### src/rtl/mlp_pkg.sv
// rtl/mlp_pkg.sv - shared state encoding, layer defaults and width helpers for the MLP layer sequencer
package mlp_pkg;

  typedef enum logic [2:0] {IDLE, ISSUE, DRAIN, WRITE, DONE} state_t;

  localparam int DEF_NUM_INPUTS  = 16;
  localparam int DEF_NUM_NEURONS = 8;
  localparam int DEF_ADDR_W      = 9;
  localparam int DEF_SRAM_LAT    = 1;

  // Counter width able to hold 0..n-1, never narrower than one bit.
  function automatic int cnt_w(input int n);
    return (n <= 1) ? 1 : $clog2(n);
  endfunction

endpackage

### src/rtl/mlp_valid_pipe.sv
// rtl/mlp_valid_pipe.sv - LAT-stage shift register aligning read sideband bits with returning SRAM data
module mlp_valid_pipe #(
  parameter int LAT = 1,
  parameter int W   = 3
) (
  input  logic         clk,
  input  logic         reset,
  input  logic [W-1:0] din,
  output logic [W-1:0] dout
);

  logic [W-1:0] stage [LAT];

  always_ff @(posedge clk) begin
    if (reset) begin
      for (int k = 0; k < LAT; k++) stage[k] <= '0;
    end else begin
      stage[0] <= din;
      for (int k = 1; k < LAT; k++) stage[k] <= stage[k-1];
    end
  end

  assign dout = stage[LAT-1];

endmodule

### src/rtl/mlp_layer_sequencer.sv
// rtl/mlp_layer_sequencer.sv - sequences one fully-connected layer over weight/input SRAMs and a MAC datapath
// Optional MLP_BIAS_FETCH_EN adds a leading bias beat per neuron read from the weight SRAM.
module mlp_layer_sequencer
  import mlp_pkg::*;
#(
  parameter int NUM_INPUTS  = DEF_NUM_INPUTS,
  parameter int NUM_NEURONS = DEF_NUM_NEURONS,
  parameter int ADDR_W      = DEF_ADDR_W,
  parameter int SRAM_LAT    = DEF_SRAM_LAT
) (
  input  logic              clk,
  input  logic              reset,
  input  logic              start,
  output logic              busy,
  output logic              done,
  output logic              rd_en,
  output logic [ADDR_W-1:0] weight_addr,
  output logic [ADDR_W-1:0] input_addr,
  output logic              mac_valid,
  output logic              mac_first,
  output logic              mac_last,
  output logic              out_wr_en,
  output logic [ADDR_W-1:0] out_addr,
  input  logic              out_ready
);

`ifdef MLP_BIAS_FETCH_EN
  localparam int BEATS = NUM_INPUTS + 1;
`else
  localparam int BEATS = NUM_INPUTS;
`endif
  localparam int IW = cnt_w(BEATS);
  localparam int NW = cnt_w(NUM_NEURONS);
  localparam int DW = cnt_w(SRAM_LAT);

  if (NUM_NEURONS * BEATS > (1 << ADDR_W)) begin : g_addr_wrap
    $warning("mlp_layer_sequencer: weight addresses exceed 2**ADDR_W and will wrap");
  end

  state_t            state, state_n;
  logic [IW-1:0]     beat;
  logic [NW-1:0]     neuron;
  logic [DW-1:0]     dcnt;
  logic [ADDR_W-1:0] waddr;
  logic              last_beat, last_neuron;

  assign last_beat   = (beat == IW'(BEATS - 1));
  assign last_neuron = (neuron == NW'(NUM_NEURONS - 1));

  always_comb begin
    state_n     = state;
    busy        = (state != IDLE);
    done        = 1'b0;
    rd_en       = 1'b0;
    out_wr_en   = 1'b0;
    weight_addr = '0;
    input_addr  = '0;
    out_addr    = '0;
    case (state)
      IDLE: if (start) state_n = ISSUE;
      ISSUE: begin
        rd_en       = 1'b1;
        weight_addr = waddr;
`ifdef MLP_BIAS_FETCH_EN
        input_addr  = (beat == '0) ? '0 : ADDR_W'(beat - IW'(1));
`else
        input_addr  = ADDR_W'(beat);
`endif
        if (last_beat) state_n = DRAIN;
      end
      DRAIN: if (dcnt == DW'(SRAM_LAT - 1)) state_n = WRITE;
      WRITE: begin
        out_wr_en = 1'b1;
        out_addr  = ADDR_W'(neuron);
        if (out_ready) state_n = last_neuron ? DONE : ISSUE;
      end
      DONE: begin
        done    = 1'b1;
        state_n = IDLE;
      end
      default: state_n = IDLE;
    endcase
  end

  // Weight address is a running counter: neuron-major layout makes it contiguous across neurons.
  always_ff @(posedge clk) begin
    if (reset) begin
      state  <= IDLE;
      beat   <= '0;
      neuron <= '0;
      dcnt   <= '0;
      waddr  <= '0;
    end else begin
      state <= state_n;
      case (state)
        IDLE: if (start) begin
          beat   <= '0;
          neuron <= '0;
          waddr  <= '0;
        end
        ISSUE: begin
          waddr <= waddr + ADDR_W'(1);
          beat  <= last_beat ? '0 : beat + IW'(1);
          dcnt  <= '0;
        end
        DRAIN: dcnt <= dcnt + DW'(1);
        WRITE: if (out_ready && !last_neuron) neuron <= neuron + NW'(1);
        default: ;
      endcase
    end
  end

  mlp_valid_pipe #(.LAT(SRAM_LAT), .W(3)) u_valid_pipe (
    .clk   (clk),
    .reset (reset),
    .din   ({rd_en, rd_en && (beat == '0), rd_en && last_beat}),
    .dout  ({mac_valid, mac_first, mac_last})
  );

endmodule
### config.mk
export PLATFORM = sky130hd
export DESIGN_NAME = mlp_layer_sequencer
export DESIGN_NICKNAME = d
export VERILOG_FILES = /design/src/rtl/mlp_pkg.sv /design/src/rtl/mlp_valid_pipe.sv /design/src/rtl/mlp_layer_sequencer.sv
export SDC_FILE = /design/constraint.sdc
export NUM_CORES = 1
export LEC_CHECK = 0
export CAP_MARGIN = 20
export CORE_ASPECT_RATIO = 2
export CORE_MARGIN = 2
export CORE_UTILIZATION = 35
export DETAILED_ROUTE_END_ITERATION = 16
export PLACE_DENSITY_LB_ADDON = 0.12
export SETUP_SLACK_MARGIN = 0.02
export SLEW_MARGIN = 20
export SYNTH_ARGS = -nofsm -noshare
export SYNTH_HDL_FRONTEND = slang
export SYNTH_SLANG_ARGS = --single-unit
### constraint.sdc
create_clock -name clk -period 2.2 [get_ports clk]
set_input_delay 0.66 -clock clk [delete_from_list [all_inputs] [get_ports clk]]
set_output_delay 0.66 -clock clk [all_outputs]
set_load 0.03 [all_outputs]
==> impl_metrics.env, run 1 <==
export IMPL_gp_congestion=0.827
export IMPL_final_layout_size_suffix_gt1_share_pct=24.0
export IMPL_tns_ns=0
export IMPL_drt_iter0_drc=6
export IMPL_vdd_drop_max_v=0.000534
export IMPL_power_frac_clock_pct=21.5
export IMPL_synth_area_leaders="dfxtp_1, nor2_1, buf_4"
export IMPL_place_area_um2=1670
export IMPL_p_int_mw=0.769
export IMPL_stdcell_area_um2=1720
export IMPL_synth_area_per_cell_um2=8.48
export IMPL_status="completed"
export IMPL_setup_viol=0
export IMPL_hold_class="reg -> reg"
export IMPL_fin_crit_sh_pct=95.0
export IMPL_min_to="neuron[1]$_SDFFE_PP0P_"
export IMPL_r2r_end="waddr[8]$_SDFFE_PP0P_"
export IMPL_grt_max_degree=16
export IMPL_cp_required_ns=1.54
export IMPL_p_sw_share_pct=38.1
export IMPL_ys_types=46
export IMPL_cap_violations=0
export IMPL_cp_start_kind="flop"
export IMPL_fp_dieH_um=92.9
export IMPL_postSynthCellCount=163
export IMPL_grt_pass1_wl_um=5080
export IMPL_power_share_combinational_pct=39.3
export IMPL_powerDensity_nw_per_um2=722
export IMPL_gr_total_overflow=0
export IMPL_initial_core_util_pct=36.3
export IMPL_slew_violations=0
export IMPL_insertion_delay_ns=0.27
export IMPL_grt_usage_pct=14.2
export IMPL_die_x_um=48.4
export IMPL_p_leak_nw=0.715
export IMPL_cp_end_kind="primary output"
export IMPL_root_buffer="clkbuf_8"
export IMPL_synth_top_cell_area_share_pct=33.3
export IMPL_routed_wl_um=3130
export IMPL_crit_fanout=11
export IMPL_pwr_share_seq_pct=39.1
export IMPL_htreeDepth=1
export IMPL_p_switching_mw=0.473
export IMPL_reg2reg_from="state[2]$_SDFFE_PP0P_"
export IMPL_num_rows=32
export IMPL_hold_path_depth=2
export IMPL_async_flop_share_pct=0
export IMPL_fmax_ghz=0.478
export IMPL_area_growth_pct=24.4
export IMPL_cts_made_buffers=3
export IMPL_cts_sinks=23
export IMPL_hpwlAfterDp_um=2490
export IMPL_clkSlewWorstSetupHoldPaths_ns=0.09
export IMPL_r2r_setup_slack_ns=0.49
export IMPL_synth_top_area_cell="dfxtp_1"
export IMPL_fillCellCount=419
export IMPL_skew_ns=0.00409
export IMPL_antennaDiodeCount=0
export IMPL_rsz0062_at_grt="false"
export IMPL_wl_per_cell_um=12.7
export IMPL_rr_worst_depth=5
export IMPL_hold_viol_final=0
export IMPL_hp_start="neuron[1]$_SDFFE_PP0P_"
export IMPL_ys_seq_area_share_pct=33.3
export IMPL_crit_type="reg -> out"
export IMPL_synthesis_area_um2=1380
export IMPL_io_buffers=26
export IMPL_synth_edf_count=0
export IMPL_synth_main_ff_cell="dfxtp_1"
export IMPL_core_um2=3800
export IMPL_synth_seq_cells=23
export IMPL_min_period_ns=2.09
export IMPL_fin_nets=206
export IMPL_antenna_found_initial=0
export IMPL_cts_tree="done"
export IMPL_route_detailed_drc=0
export IMPL_ios=38
export IMPL_die_area_um2=4500
export IMPL_clockBufferDepth=2
export IMPL_grt_pass1_vias=1139
export IMPL_ys_warn_count=0
export IMPL_antenna_left=0
export IMPL_routed_via_density=4.81
export IMPL_drtPass1Iterations=4
export IMPL_vias=1187
export IMPL_critical_path_arrival_ns=1.43
logic make-up (layout without fill, tap and decap cells):
family | after synthesis | in the layout | share of synthesized area (%)
mux | 3 | 3 | 2.26
other cells | 1 | 11 | 0.271
fa+ha+maj | 5 | 5 | 4.52
buf+inv | 25 | 48 | 10.1
compound gates | 20 | 20 | 10.8
simple gates | 78 | 78 | 33.7
xor+xnor | 8 | 8 | 5.07
flops | 23 | 23 | 33.3
cell type report:
class	instances	area, um2	area share, %
Multi-Input combinational cell	125	820	47.6
Sequential cell	23	460	26.8
Timing Repair Buffer	36	298	17.3
Tap cell	51	63.8	3.71
Clock buffer	3	41.3	2.40
Inverter	8	32.5	1.89
Clock inverter	1	5.00	0.291
worst max-delay path by stage:
stage	from	end	slack (ns)	depth (start not counted)
global placement	start	neuron[0]$_SDFFE_PP0P_	0.02	5
floorplan	state[1]$_SDFFE_PP0P_	input_addr[2]	0.02	5
global route	state[2]$_SDFFE_PP0P_	out_addr[1]	0.07	4
finish	state[0]$_SDFFE_PP0P_	busy	0.11	3
CTS	state[0]$_SDFFE_PP0P_	busy	0.10	3
detailed placement	start	neuron[0]$_SDFFE_PP0P_	-0.009	5
Yosys cell counts, types with 2 or more instances:
| cell | n |
|---|---|
| buf_2 | 4 |
| nor4_2 | 4 |
| xor2_1 | 2 |
| and3_1 | 2 |
| inv_1 | 7 |
| nor2_1 | 24 |
| xnor2_1 | 6 |
| nand3_1 | 7 |
| a211oi_1 | 3 |
| dfxtp_1 | 23 |
| nand2b_1 | 4 |
| a22oi_1 | 2 |
| nand2_1 | 4 |
| a21oi_1 | 7 |
| clkbuf_1 | 2 |
| and2_1 | 13 |
| nor2_2 | 2 |
| mux2i_1 | 2 |
| or3b_1 | 2 |
| ha_1 | 5 |
| buf_4 | 11 |
| nor3_1 | 3 |
placed cells by master (no fill, tap or decap), drive strengths merged, types with 2 or more instances in the layout:
cell           synthesis  routed
buf                   15      30
nor2                  26      26
dfxtp                 23      23
and2                  13      13
conb                   1      11
inv                    8       8
a21oi                  8       8
nand3                  7       7
xnor2                  6       6
clkdlybuf4s50          0       6
ha                     5       5
nand2                  5       5
nor4                   5       5
nand2b                 4       4
nor3                   3       3
a211oi                 3       3
clkbuf                 2       3
or3b                   2       2
xor2                   2       2
a22oi                  2       2
mux2i                  2       2
and3                   2       2
or2                    2       2
nor4b                  2       2
per-stage QoR:
step / worst slack [ns] / total power [mW] / hold WS [ns] / std cells / utilization, %
2_1_floorplan: 0.0225 / 0.841 / 0.458 / 173 / -
3_3_place_gp: 0.0241 / 0.976 / 0.485 / 243 / 43.9
3_5_place_dp: -0.00858 / 0.987 / 0.488 / 243 / 43.9
4_1_cts: 0.101 / 1.26 / 0.504 / 247 / 45.2
5_1_grt: 0.0683 / 1.33 / 0.532 / 247 / 45.2
6_report: 0.109 / 1.24 / 0.501 / 247 / 45.2
flip-flops by register name (all words and copies together) (netlist names):
| name | cells |
|---|---|
| beat | 4 |
| dcnt | 1 |
| neuron | 3 |
| state | 3 |
| u_valid_pipe.stage | 3 |
| waddr | 9 |
metal layers:
layer	up-vias	GRT usage, %	routed length [um]
met1	562	13.3	1200
met2	20	29.6	1810
li1	599	-	-
met5	-	0	0
met3	6	1.45	58
met4	0	6.19	66
what timing repair did:
| item | CTS | global route |
|---|---|---|
| endpoints found under the hold margin | 0 | 0 |
| endpoints found under the setup margin | 0 | 3 |
| hold buffers | 0 | 0 |
| gates resized for setup | 0 | 1 |
| setup buffers | 0 | 0 |
worst max-delay path, cell delays in order, from the launching register on:
cell and delay, ns:
dfxtp_1 0.39, buf_4 0.21, or3_4 0.39, buf_4 0.18
power groups by stage:
stage               Sequential, mW  Combinational (mW)  Clock (mW)
CTS                          0.486               0.492       0.282
global route                 0.492               0.540       0.298
detailed placement           0.496               0.491           0
floorplan                    0.499               0.342           0
global placement             0.494               0.481           0
finish                       0.486               0.488       0.267
Note: power is estimated with default switching activity, not from simulation.
==> run 2, diff against run 1 <==
--- a/config.mk
+++ b/config.mk
@@ -11,8 +11,9 @@
 export CORE_UTILIZATION = 35
 export DETAILED_ROUTE_END_ITERATION = 16
 export PLACE_DENSITY_LB_ADDON = 0.12
+export REMOVE_ABC_BUFFERS = 1
 export SETUP_SLACK_MARGIN = 0.02
-export SLEW_MARGIN = 20
+export SLEW_MARGIN = 5
 export SYNTH_ARGS = -nofsm -noshare
 export SYNTH_HDL_FRONTEND = slang
 export SYNTH_SLANG_ARGS = --single-unit
==> run 2 against run 1 <==
Net effect: sequential power is 0.8% higher; flip-flop and latch count stayed put; sequential share of layout area is 0.21 points higher; highest routed layer unchanged; power is 1.1% higher; critical endpoint is now input_addr[3]; wire length is 1.5% higher; register-to-register slack worse by 0.02 ns; clock power hardly changed; worst hold slack better by 0.0035 ns; critical path type unchanged; setup slack better by 0.068 ns; global-route usage is 0.50 points higher; design area is 0.51% lower; count of clock-buffer cells in the layout stayed put.
==> impl_metrics.env, run 2 (same netlist as run 1, synthesis figures left out) <==
export IMPL_status="completed"
export IMPL_crit_fanout=15
export IMPL_reg2reg_from="beat[1]$_SDFFE_PP0P_"
export IMPL_p_sw_share_pct=37.9
export IMPL_slowest_delay_ns=0.35
export IMPL_die_x_um=48.4
export IMPL_hp_start="neuron[1]$_SDFFE_PP0P_"
export IMPL_cts_made_buffers=3
export IMPL_stdcell_area_um2=1710
export IMPL_place_area_um2=1660
export IMPL_drtPass1Iterations=4
export IMPL_cts_sinks=23
export IMPL_hold_path_depth=2
export IMPL_p_leak_nw=0.712
export IMPL_vias=1198
export IMPL_routed_via_density=4.87
export IMPL_core_um2=3800
export IMPL_critPathTopFamily="simple AND/OR/NAND/NOR gates"
export IMPL_initial_core_util_pct=36.3
export IMPL_route_detailed_drc=0
export IMPL_grt_pass1_vias=1194
export IMPL_final_common_cell="buf_4"
export IMPL_hold_viol_final=0
export IMPL_hpwlAfterDp_um=2510
export IMPL_cp_slowest_cell="dfxtp_1"
export IMPL_rr_worst_depth=5
export IMPL_cts_tree="done"
export IMPL_min_period_ns=2.02
export IMPL_grt_pass1_wl_um=5280
export IMPL_fin_nets=205
export IMPL_vdd_drop_max_v=0.000278
export IMPL_grt_max_degree=16
export IMPL_pwr_share_seq_pct=39.0
export IMPL_dpl_worst_slack_ns=0.000856
export IMPL_insertion_delay_ns=0.26
export IMPL_rsz0062_at_grt="false"
export IMPL_regMostFlops="waddr"
export IMPL_fp_dieH_um=92.9
export IMPL_cp_start_kind="flop"
export IMPL_antenna_found_initial=0
export IMPL_clockBufferDepth=2
export IMPL_largestRegisters="waddr x9, beat x4"
export IMPL_path_depth=5
export IMPL_die_area_um2=4500
export IMPL_tns_ns=0
export IMPL_p_total_mw=1.26
export IMPL_power_frac_clock_pct=21.4
export IMPL_p_switching_mw=0.475
export IMPL_power_share_combinational_pct=39.6
export IMPL_multi_input_area_um2=820
export IMPL_hold_class="reg -> reg"
export IMPL_final_layout_size_suffix_gt1_share_pct=24.1
export IMPL_seq_area_um2=462
export IMPL_fmax_ghz=0.494
export IMPL_antennaDiodeCount=0
export IMPL_powerDensity_nw_per_um2=733
export IMPL_cp_end_kind="primary output"
export IMPL_root_buffer="clkbuf_8"
export IMPL_gp_congestion=0.854
export IMPL_clkSlewWorstSetupHoldPaths_ns=0.08
export IMPL_drt_iter0_drc=12
export IMPL_r2r_setup_slack_ns=0.47
export IMPL_routed_wl_um=3180
export IMPL_critical_path_arrival_ns=1.36
export IMPL_cts_setup_buffers=0
export IMPL_skew_ns=0.00236
export IMPL_r2r_end="state[1]$_SDFFE_PP0P_"
export IMPL_fin_crit_sh_pct=92.0
export IMPL_num_rows=32
export IMPL_htreeDepth=1
export IMPL_cp_required_ns=1.54
export IMPL_ios=38
export IMPL_crit_type="reg -> out"
export IMPL_final_cell_mix="buf_4, nor2_1, dfxtp_1"
export IMPL_fin_ws_ns=0.177
export IMPL_antenna_left=0
export IMPL_grt_usage_pct=14.7
export IMPL_p_int_mw=0.780
export IMPL_setup_viol=0
export IMPL_min_to="neuron[1]$_SDFFE_PP0P_"
export IMPL_fillCellCount=398
export IMPL_slew_violations=0
export IMPL_cap_violations=0
export IMPL_worst_path_buf_inv=2
export IMPL_area_growth_pct=23.8
export IMPL_wl_per_cell_um=12.9
export IMPL_gr_total_overflow=0
export IMPL_cp_cell_sequence="nor2_2, nand2_4, inv_2, and2_1, buf_4"
export IMPL_io_buffers=26
export IMPL_largest_register_ffs=9
run 2: layout make-up:
| type | count | share of cell area, % |
|---|---|---|
| sequential | 23 | 27.0 |
| clock buffer | 3 | 2.41 |
| inverter | 8 | 1.75 |
| tap | 51 | 3.73 |
| multi-input combinational | 125 | 47.9 |
| timing repair buffer | 35 | 17.0 |
| clock inverter | 1 | 0.292 |
run 2: worst max path at each step:
stage,start,slack (ns),end
5_1_grt,state[0]$_SDFFE_PP0P_,0.06,out_addr[0]
3_5_place_dp,start,0.0009,neuron[0]$_SDFFE_PP0P_
6_report,state[1]$_SDFFE_PP0P_,0.18,input_addr[3]
4_1_cts,state[1]$_SDFFE_PP0P_,0.16,input_addr[3]
2_1_floorplan,state[0]$_SDFFE_PP0P_,0.16,out_addr[0]
3_3_place_gp,start,0.03,neuron[0]$_SDFFE_PP0P_
run 2: worst reg2reg max path, delay by kind of cell (launching register included):
kind	cells	cell delay, ns
AO/OA/AOI/OAI	2	0.53
adder cells (fa/ha/maj)	1	0.20
flip-flops	1	0.41
multiplexers	1	0.33
AND/OR/NAND/NOR	1	0.16
run 2: power groups by stage:
stage	Sequential [mW]	Combinational, mW	Clock (mW)
4_1_cts	0.490	0.500	0.280
6_report	0.490	0.497	0.269
3_5_place_dp	0.499	0.500	0
2_1_floorplan	0.518	0.291	0
3_3_place_gp	0.496	0.491	0
5_1_grt	0.495	0.546	0.297
run 2: per-stage QoR:
stage          utilization, %  hold WS, ns  std cells
6_report                 45.0        0.504        246
5_1_grt                  45.0        0.535        246
4_1_cts                  45.0        0.503        246
3_5_place_dp             43.8        0.491        242
3_3_place_gp             43.8        0.489        242
2_1_floorplan               -        0.452        156
run 2: metal layers:
metal	wire length (um)	vias to the layer above	GRT usage [%]
met4	45	0	5.71
met3	73	4	1.61
li1	-	594	-
met1	1190	580	13.6
met5	0	-	0
met2	1870	20	31.1
run 2: repair_timing:
| action | CTS | global route |
|---|---|---|
| endpoints found under the hold margin | 0 | 0 |
| hold buffers | 0 | 0 |
| setup endpoints to repair | 3 | 0 |
| gates resized for setup | 1 | 0 |
==> run 3, diff against run 2 <==
==> constraint.sdc (replaced) <==
create_clock -name clk -period 2.19 [get_ports clk]
set_input_delay 0.657 -clock clk [delete_from_list [all_inputs] [get_ports clk]]
set_output_delay 0.657 -clock clk [all_outputs]
set_load 0.03 [all_outputs]
==> results of run 3 <==
Same layout as run 2 (identical final DEF). Status: completed.
Among the figures that moved: setup slack after placement 0.000856 ns -> -0.00614 ns; setup slack after layout 0.177 ns -> 0.170 ns; register-to-register setup slack 0.47 ns -> 0.46 ns; worst IR drop on VDD 0.000278 V -> 0.000279 V
